<file path="config.mk">
export PLATFORM = sky130hd
export DESIGN_NAME = bcd_down_timer
export DESIGN_NICKNAME = d
export VERILOG_FILES = /design/src/rtl/bcd_pkg.sv /design/src/rtl/bcd_down_digit.sv /design/src/rtl/bcd_down_timer.sv
export SDC_FILE = /design/constraint.sdc
export NUM_CORES = 1
export LEC_CHECK = 0
export BUFFER_PORTS_ARGS = -buffer_cell sky130_fd_sc_hd__buf_2
export CAP_MARGIN = 20
export CORE_MARGIN = 2
export CORE_UTILIZATION = 43
export DETAILED_ROUTE_END_ITERATION = 6
export MAX_ROUTING_LAYER = met4
export PLACE_DENSITY = 0.83
export RECOVER_POWER = 100
export SYNTH_ARGS = -nofsm -noshare
export SYNTH_HDL_FRONTEND = slang
export SYNTH_SLANG_ARGS = --single-unit
</file>
<file path="constraint.sdc">
create_clock -name clk -period 1.7 [get_ports clk]
set_input_delay 0.34 -clock clk [delete_from_list [all_inputs] [get_ports clk]]
set_output_delay 0.34 -clock clk [all_outputs]
set_load 0.005 [all_outputs]
</file>
<file path="src/rtl/bcd_pkg.sv">
// Shared definitions for the BCD down-timer: FSM state encoding, digit limit
// and the preset digit clamp.
package bcd_pkg;

    typedef enum logic [1:0] {
        IDLE = 2'd0,
        RUN  = 2'd1,
        HOLD = 2'd2,
        DONE = 2'd3
    } state_e;

    localparam logic [3:0] BCD_MAX = 4'd9;

    function automatic logic [3:0] bcd_sanitize(input logic [3:0] nib);
        return (nib > BCD_MAX) ? BCD_MAX : nib;
    endfunction

endpackage

</file>
<file path="src/rtl/bcd_down_digit.sv">
// One BCD digit of the down-counter: synchronous preset, decrement on borrow_in,
// wraps 0 -> 9 and passes the borrow on when it does.
module bcd_down_digit
    import bcd_pkg::*;
(
    input  logic       clk,
    input  logic       reset,
    input  logic       load,
    input  logic [3:0] d,
    input  logic       borrow_in,
    output logic [3:0] q,
    output logic       borrow_out
);

    logic [3:0] q_d;
    logic [3:0] q_q;

    always_comb begin
        q_d = q_q;
        if (load) begin
            q_d = d;
        end else if (borrow_in) begin
            q_d = (q_q == 4'd0) ? BCD_MAX : q_q - 4'd1;
        end
    end

    always_ff @(posedge clk or negedge reset) begin
        if (!reset) begin
            q_q <= 4'd0;
        end else begin
            q_q <= q_d;
        end
    end

    assign q          = q_q;
    assign borrow_out = borrow_in && (q_q == 4'd0);

endmodule

</file>
<file path="src/rtl/bcd_down_timer.sv">
// Multi-digit BCD countdown timer with load/start/pause control and a
// registered one-cycle done pulse on reaching zero.
module bcd_down_timer
    import bcd_pkg::*;
#(
    parameter int DIGITS = 2
) (
    input  logic                clk,
    input  logic                reset,
    input  logic                load,
    input  logic [4*DIGITS-1:0] load_value,
    input  logic                start,
    input  logic                pause,
    input  logic                down_enable,
    output logic [4*DIGITS-1:0] bcd,
    output logic                zero,
    output logic                done,
    output logic                busy
);

    state_e              state_d, state_q;
    logic                done_d, done_q;
    logic [4*DIGITS-1:0] load_san;
    logic [DIGITS:0]     borrow;
    logic                dec;
    logic                is_one;

    always_comb begin
        load_san = '0;
        for (int i = 0; i < DIGITS; i++) begin
            load_san[4*i +: 4] = bcd_sanitize(load_value[4*i +: 4]);
        end
    end

    assign dec       = (state_q == RUN) && down_enable && !pause && !load;
    assign borrow[0] = dec;

    for (genvar g = 0; g < DIGITS; g++) begin : g_digit
        bcd_down_digit u_digit (
            .clk        (clk),
            .reset      (reset),
            .load       (load),
            .d          (load_san[4*g +: 4]),
            .borrow_in  (borrow[g]),
            .q          (bcd[4*g +: 4]),
            .borrow_out (borrow[g+1])
        );
    end

    assign zero   = (bcd == '0);
    assign is_one = (bcd == (4*DIGITS)'(1));

    always_comb begin
        state_d = state_q;
        done_d  = 1'b0;
        if (load) begin
            state_d = IDLE;
        end else begin
            unique case (state_q)
                IDLE: begin
                    if (!pause && start) begin
                        if (zero) begin
                            state_d = DONE;
                            done_d  = 1'b1;
                        end else begin
                            state_d = RUN;
                        end
                    end
                end
                RUN: begin
                    if (pause) begin
                        state_d = HOLD;
                    // a borrow out of the top digit would be an underflow; treat it as terminal too
                    end else if (dec && (is_one || borrow[DIGITS])) begin
                        state_d = DONE;
                        done_d  = 1'b1;
                    end
                end
                HOLD: begin
                    if (!pause && start) begin
                        state_d = RUN;
                    end
                end
                DONE: state_d = DONE;
                default: state_d = IDLE;
            endcase
        end
    end

    always_ff @(posedge clk or negedge reset) begin
        if (!reset) begin
            state_q <= IDLE;
            done_q  <= 1'b0;
        end else begin
            state_q <= state_d;
            done_q  <= done_d;
        end
    end

    assign done = done_q;
    assign busy = (state_q == RUN) || (state_q == HOLD);

endmodule

</file>
After elaboration in Yosys (flattened, before gate mapping). Cells that the tools add are included.

Memory bits (writable): 0. Latch bits: 0. Memories kept: 0. Output and inout bits: 11. Flip-flop bits (word level): 11. ROM bits: 0. Bits of input ports: 14.

Bitwise logic cells: 0. Equality and inequality tests: 7. Reduce and logical (&&, ||, !) cells: 18. Add/sub/neg operators: 2. Multipliers: 0. Shifts and indexed selects: 0. Order comparisons: 2. Mux-type cells: 21. Div/mod/pow operators: 0.

Operators by type and width (count): $mux W4 (8); $mux W2 (6); $eq A8 B1 Y1 const B (1); $gt A4 B4 Y1 const B (2); $logic_not A4 Y1 (2); $logic_not A8 Y1 (1); $pmux W2 S4 (1); $sub A4 B1 Y4 const B (2); $logic_and A1 B1 Y1 (7); $ne A3 B3 Y1 const B (2); $mux W1 (5); $eq A2 B2 Y1 const B (2); $ne A4 B4 Y1 const B (1); $reduce_bool A2 Y1 (2); $reduce_and A3 Y1 (1); $eq A2 B1 Y1 const B (1); $logic_not A1 Y1 (2); $logic_not A2 Y1 (1); $logic_or A1 B1 Y1 (2); $pmux W1 S2 (1).

Logic depth before layout (Yosys ltp). Gate-level depths: netlist (run 1).

Depth after elaboration: 12. Gate-level depth with buffers: 7. Depth with buffers taken out: 6.

By module. Synthesis (run 1) repeated with hierarchy kept, for this count alone.

Cell total of the unflattened synthesis: 87. Area, all modules: 814.5 um^2.

By module, submodules not included: bcd_down_digit (times used 2, cells an instance 22, area an instance 231.5 um^2); bcd_down_timer (times used 1, cells an instance 43, area an instance 351.6 um^2).

Least setup slack after synthesis (run 1). Ideal clock, no wire load.

Path kind: reg-to-reg. Start: register g_digit[0].u_digit.q_q[1]. End: register g_digit[1].u_digit.q_q[1]. Library setup time: 124 ps. Path slack: -98 ps. Buffers on the path: 2. Stages on the path, launching flop included: 7. Data arrival time: 1674 ps. Path through: dfrtp_1 > or3_1 > buf_2 > or2_1 > buf_6 > o21a_1 > o31a_1.

Cells in the longest elaborated chain, start to end: 3.

Ends and longest elaborated chain: from (decl) (line bcd_down_digit.sv:16) `logic [3:0] q_q;`; from (signal assigned) (line bcd_down_digit.sv:31) `q_q <= q_d;`; $logic_not A4 Y1 (line bcd_down_digit.sv:36) `assign borrow_out = borrow_in && (q_q == 4'd0);`; $logic_and A1 B1 Y1 (line bcd_down_digit.sv:36); $reduce_bool A2 Y1 (no line); to (signal assigned) (line bcd_down_digit.sv:31); to (decl) (line bcd_down_digit.sv:16).

Every way passes these cells. A chain may end at the register's enable or synchronous reset.

Worst setup path after layout (run 1).
Start: register g_digit[1].u_digit.q_q[0]. End: output port zero.

Cells in the longest elaborated chain, start to end: 1.

Ends and longest elaborated chain: $logic_not A8 Y1 (line bcd_down_timer.sv:50) `assign zero = (bcd == '0);`; to (decl) (line bcd_down_timer.sv:16) `output logic zero,`.

Every way passes these cells.

==> results of run 1 <==
where the power goes:
| part | switching (mW) | total [mW] | internal, mW |
|---|---|---|---|
| registers | 0.0395 | 0.346 | 0.306 |
| logic | 0.273 | 0.535 | 0.262 |
| clock network | 0.0897 | 0.181 | 0.0908 |
| total | 0.402 | 1.06 | 0.659 |
metal layers:
metal	vias up	track usage, %	wire length (um)
met5	-	-	0
met1	384	25.1	864
li1	385	-	-
met4	0	5.29	22
met3	6	6.00	111
met2	36	42.0	1110
placed cells by master, fill, tap and decap left out, drive strengths merged, types with 2 or more instances in the layout:
| cell | Yosys | routed |
|---|---|---|
| o21ai | 8 | 8 |
| nor2b | 2 | 2 |
| a21oi | 3 | 3 |
| ha | 4 | 4 |
| nand2 | 4 | 4 |
| nor2 | 8 | 8 |
| nor4 | 5 | 5 |
| o22ai | 3 | 3 |
| nor3 | 3 | 3 |
| buf | 2 | 31 |
| dfrtp | 11 | 11 |
| or3 | 3 | 3 |
| o21a | 4 | 4 |
| xnor2 | 2 | 2 |
| inv | 8 | 8 |
| clkbuf | 2 | 13 |
area by class of cell:
type                    count  area, um^2  share of cell area (%)
multi-input cells          62         470                    44.9
flip-flops and latches     11         275                    26.3
repair buffers             41         226                    21.6
inverters                   8        30.0                    2.86
clock buffers               4        26.3                    2.51
well taps                  16        20.0                    1.91
cells by family after synthesis:
kind of cell	after synthesis	synth area share, %
DFF	11	37.5
adders and majority gates	4	6.83
buffers and inverters	12	7.34
xor gates and xnor gates	3	3.58
muxes	2	2.90
AOI/OAI and AO/OA	24	20.7
and+or+nand+nor	29	21.2
through the flow:
| stage | total power [mW] | hold slack, ns |
|---|---|---|
| 3_5_place_dp | 0.823 | 0.224 |
| 5_1_grt | 1.14 | 0.315 |
| 3_3_place_gp | 0.801 | 0.214 |
| 2_1_floorplan | 0.654 | 0.0444 |
| 6_report | 1.06 | 0.303 |
| 4_1_cts | 1.05 | 0.302 |
worst paths after layout:
check,startpoint,to,cells past startpoint
max,g_digit[1].u_digit.q[0],zero,3
min,load_value[7],g_digit[1].u_digit.q[3],3
max reg2reg,g_digit[0].u_digit.q[1],g_digit[1].u_digit.q[1],5
min reg2reg,state_q[0],state_q[0],1
max in group asynchronous,reset,g_digit[1].u_digit.q[1],2
min in group asynchronous,reset,g_digit[0].u_digit.q[0],2
state kept, by name, indices dropped and copies added (netlist names):
register / cells
g_digit.u_digit.q: 8
state_q: 2
done: 1
repair_timing:
item | CTS | global route
endpoints found under the setup margin | 4 | 5
cloned | 0 | 0
resized for setup | 4 | 8
buffers inserted | 4 | 2
endpoints found under the hold margin | 11 | 0
pin swaps | 3 | 2
hold buffers | 1 | 0
worst max-delay path, delay by kind of cell (launching register included):
kind | cells | cell delay [ns]
buffers and inverters | 1 | 0.16
and+or+nand+nor | 2 | 0.67
DFF | 1 | 0.38
==> flow_summary.yaml, run 1 <==
grt:
  grt_start_max_net_pins: 23
  grt_pass1_vias: 779
  antenna_found_initial: 0
  grt.overflow.total: 0
  grt_pass1_wl_um: 3330
  grt_use_total_pct: 23.2
timing:
  worst_slew_pin_slew_ns: 0.598
  finalHoldViolCount: 0
  finalWorstPathRequiredPeriod_ns: 1.81
  slew_viol_final: 0
  tns_ns: -0.177
  setup_ws_ns: -0.112
  rsz0062_at_grt: "yes"
  setup_viol: 4
  relSlewSlack_pct: 60.1
  period_share_pct: 107
  fin_worst_skew_ns: 0.00181
  fmax_ghz: 0.552
detailed_routing:
  drt_iter0_markers: 18
  routed-via-count: 811
  antenna_left: 0
  drc: 0
  drt_wl_total_um: 2100
  viasPerCell: 5.71
  first_pass_iters: 4
  wl_per_cell_um: 14.8
clock_tree:
  insertion_delay_ns: 0.27
  cts_buffers: 3
  clock_sinks: 11
  clkTransAtPathRegs_ns: 0.07
  clockRootBuffer: "clkbuf_4"
  clk_path_buf_depth: 2
  h-tree-depth: 1
  cts_tree: "built"
outcome:
  status: "finished with violations"
  failed_checks: "negative setup slack"
yosys:
  yosysMostFrequentCell: "dfrtp_1"
  synth_top_area_share_pct: 37.5
  yosysWarnings: 0
  synth_cell_types: 30
  async_reset_ff_share_pct: 100
  yosys.area.top_type: "dfrtp_1"
  synth_common_cells: "dfrtp_1 (11), inv_1 (8), nor2_1 (8), o21ai_0 (8), nor4_1 (5)"
  ys_ff_latch: 11
  synth_ff_type: "dfrtp_1"
  syn_avg_cell_area_um2: 8.63
  synth-edff-count: 0
  yosysSeqAreaShare_pct: 37.5
  synthTopCellsByArea: "dfrtp_1 (38%), ha_1 (6.8%), o21ai_0 (5.5%)"
  syn_inst: 85
  synthesis.area_um2: 733
  syn_nets: 103
layout:
  fin_nets: 145
  final_util_pct: 67.3
  diodes: 0
  num-fill-cells: 127
  design_area_um2: 1050
  instances_no_fill: 142
  area_delta_synth_final_pct: 43.0
  drive_above_1_share_pct: 33.3
placement:
  dp_hpwl_um: 1420
  portBuffers: 24
  place.gp.congestion: 0.812
  pre_cts_ws_ns: -0.0314
  dp.cells: 131
  dpl-instance-area_um2: 953
critical_path:
  cp_max_fo: 3
  cp-start-kind: "register"
  path_cells: "or3_4, nor4_4, buf_2"
  slowest_stage: "or3_4"
  arrival_ns: 1.47
  critPathCaptureType: "output port"
  cpPeakStageDelay_ns: 0.42
  r2r_slack_ns: -0.06
  cp.required_ns: 1.36
  crit_type: "register to output port"
die:
  coreArea_um2: 1560
  start_util_pct: 47.0
  dieArea_um2: 2050
  die_h_um: 45.3
  rows: 14
  die_x_um: 45.3
  ios: 25
job:
  cap_viol_max_count: 0
pwr:
  power.density_nw_per_um2: 1010
  irDropWorstVdd_mv: 0.764
  p_leak_nw: 0.480
hold_path:
  min_path_type: "input pin to register"
Note: power is estimated with default switching activity, not from simulation.
==> run 2, diff against run 1 <==
--- a/config.mk
+++ b/config.mk
@@ -5,10 +5,11 @@
 export SDC_FILE = /design/constraint.sdc
 export NUM_CORES = 1
 export LEC_CHECK = 0
+export ABC_AREA = 1
 export BUFFER_PORTS_ARGS = -buffer_cell sky130_fd_sc_hd__buf_2
 export CAP_MARGIN = 20
 export CORE_MARGIN = 2
-export CORE_UTILIZATION = 43
+export CORE_UTILIZATION = 44
 export DETAILED_ROUTE_END_ITERATION = 6
 export MAX_ROUTING_LAYER = met4
 export PLACE_DENSITY = 0.83
==> flow_summary.yaml, run 2 <==
outcome:
  status: "finished clean"
pwr:
  irDropWorstVdd_mv: 0.483
  power.density_nw_per_um2: 1020
  p_leak_nw: 0.480
  power_mw: 0.981
hold_path:
  min_path_type: "input pin to register"
grt:
  grt_pass1_wl_um: 2750
  antenna_found_initial: 0
  grt_start_max_net_pins: 14
  grt_use_total_pct: 18.3
  grt.overflow.total: 0
  grt_pass1_vias: 706
yosys:
  synth_top_area_share_pct: 34.7
  yosys.area.top_type: "dfrtp_1"
  async_reset_ff_share_pct: 100
  ys_ff_latch: 11
  synth_ff_type: "dfrtp_1"
  yosysSeqAreaShare_pct: 34.7
  syn_inst: 114
  synthesis.area_um2: 793
  yosysWarnings: 0
  syn_nets: 132
  synth_cell_types: 21
  yosysMostFrequentCell: "nand2_1"
  synth_common_cells: "nand2_1 (32), nor2_1 (15), inv_1 (13)"
  synthTopCellsByArea: "dfrtp_1 (35%), nand2_1 (15%), nor2_1 (7.1%)"
  synth-edff-count: 0
  syn_avg_cell_area_um2: 6.96
critical_path:
  reg2reg_to: "state_q[1]"
  arrival_ns: 1.26
  worstSetupEndpoint: "zero"
  critPathCaptureType: "output port"
  cp_max_fo: 4
  r2r-start: "state_q[1]"
  crit_type: "register to output port"
  startpoint: "g_digit[1].u_digit.q[1]"
  r2r_cells: 9
  cp-start-kind: "register"
  cp.required_ns: 1.36
  r2r_slack_ns: 0.17
job:
  cap_viol_max_count: 0
clock_tree:
  insertion_delay_ns: 0.26
  cts_tree: "built"
  post_cts_buffers: 0
  clk_path_buf_depth: 2
  clock_sinks: 11
  clockRootBuffer: "clkbuf_4"
  clkTransAtPathRegs_ns: 0.07
  cts_buffers: 3
  h-tree-depth: 1
die:
  ios: 25
  start_util_pct: 46.4
  coreArea_um2: 1710
  die_h_um: 46.5
  die_x_um: 46.5
  dieArea_um2: 2160
  rows: 15
detailed_routing:
  drt_wl_total_um: 1780
  antenna_left: 0
  drt_iter0_markers: 17
  wl_per_cell_um: 10.7
  viasPerCell: 4.87
  first_pass_iters: 4
  drc: 0
  routed-via-count: 813
layout:
  area_delta_synth_final_pct: 21.6
  diodes: 0
  instances_no_fill: 167
  layout_common_cells: "nand2_1 (34), buf_2 (18), nor2_1 (15), inv_1 (13), dfrtp_1 (11)"
  final_util_pct: 56.5
  num-fill-cells: 164
  regArea_um2: 275
  drive_above_1_share_pct: 18.3
  largest_register_ffs: 8
  final_common_cell: "nand2_1"
  fin_nets: 161
  multi_input_area_um2: 460
timing:
  relSlewSlack_pct: 59.0
  period_share_pct: 94.1
  fin_worst_skew_ns: 0.00212
  fmax_ghz: 0.625
  worst_slew_pin_slew_ns: 0.615
  finalWorstPathRequiredPeriod_ns: 1.60
  finalHoldViolCount: 0
  slew_viol_final: 0
  tns_ns: 0
  rsz0062_at_grt: "no"
  setup_viol: 0
placement:
  portBuffers: 24
  dp_hpwl_um: 1370
  dp.cells: 162
  place.gp.congestion: 0.901
## run 2: cell types whose count changed in the layout (fill, tap and decap cells not counted), sizes merged, moves of 3 or more
cell / delta
nor4: -5
nand3: +8
a21oi: +3
o21a: -4
buf: -13
inv: +5
or3: -3
o211ai: +4
clkbuf: -3
nand2: +31
nor2: +10
## run 2: critical path: stages (launching register included)
cell,delay [ns]
dfrtp_1,0.41
nor2_1,0.18
nand2_1,0.13
nor2_4,0.15
buf_2,0.12
## run 2: metrics by stage
step                      instance area [um^2]  setup WS, ns  hold WS [ns]
after floorplan                            793         0.349        0.0444
after global placement                     940         0.276         0.220
after detailed placement                   940         0.208         0.226
after CTS                                  976        0.0697         0.315
after global routing                       965        0.0191         0.322
final                                      965         0.100         0.316
## run 2: cells by family (layout without fill, tap and decap cells)
group / count (synthesis) / after routing / synth area share [%]
buffers and inverters: 14 / 42 / 6.78
AOI/OAI and AO/OA: 20 / 20 / 15.0
adders and majority gates: 4 / 4 / 6.31
DFF: 11 / 11 / 34.7
and+or+nand+nor: 65 / 65 / 37.2
## run 2: worst min-delay path by stage
stage	slack (ns)	depth (start not counted)	end	startpoint
6_report	0.32	2	g_digit[0].u_digit.q[2]	load_value[3]
3_3_place_gp	0.22	1	g_digit[0].u_digit.q[2]	reset
4_1_cts	0.31	2	g_digit[0].u_digit.q[2]	load_value[3]
3_5_place_dp	0.23	1	g_digit[0].u_digit.q[0]	reset
5_1_grt	0.32	2	g_digit[0].u_digit.q[2]	load_value[3]
2_1_floorplan	0.04	0	done	reset
## run 2: power by group
part           total, mW  switching, mW  internal, mW
Sequential         0.368         0.0590         0.309
Clock              0.182         0.0918        0.0906
Combinational      0.430          0.256         0.175
## run 2: final cells by class
type	instances	share of cell area [%]
multi-input combinational	89	47.7
sequential	11	28.5
timing repair buffer	25	12.7
inverter	13	5.06
tap	25	3.24
clock buffer	4	2.72
## run 2: layer usage
layer / GRT usage, % / wire length [um] / vias to the layer above
li1: - / - / 428
met1: 22.0 / 889 / 366
met2: 30.8 / 822 / 17
met3: 3.53 / 59 / 2
met4: 5.14 / 10 / 0
met5: - / 0 / -
## run 2: what timing repair did
item,4_1_cts,5_1_grt
gates resized for setup,0,1
hold buffers,1,0
endpoints found under the setup margin,0,1
endpoints found under the hold margin,11,0
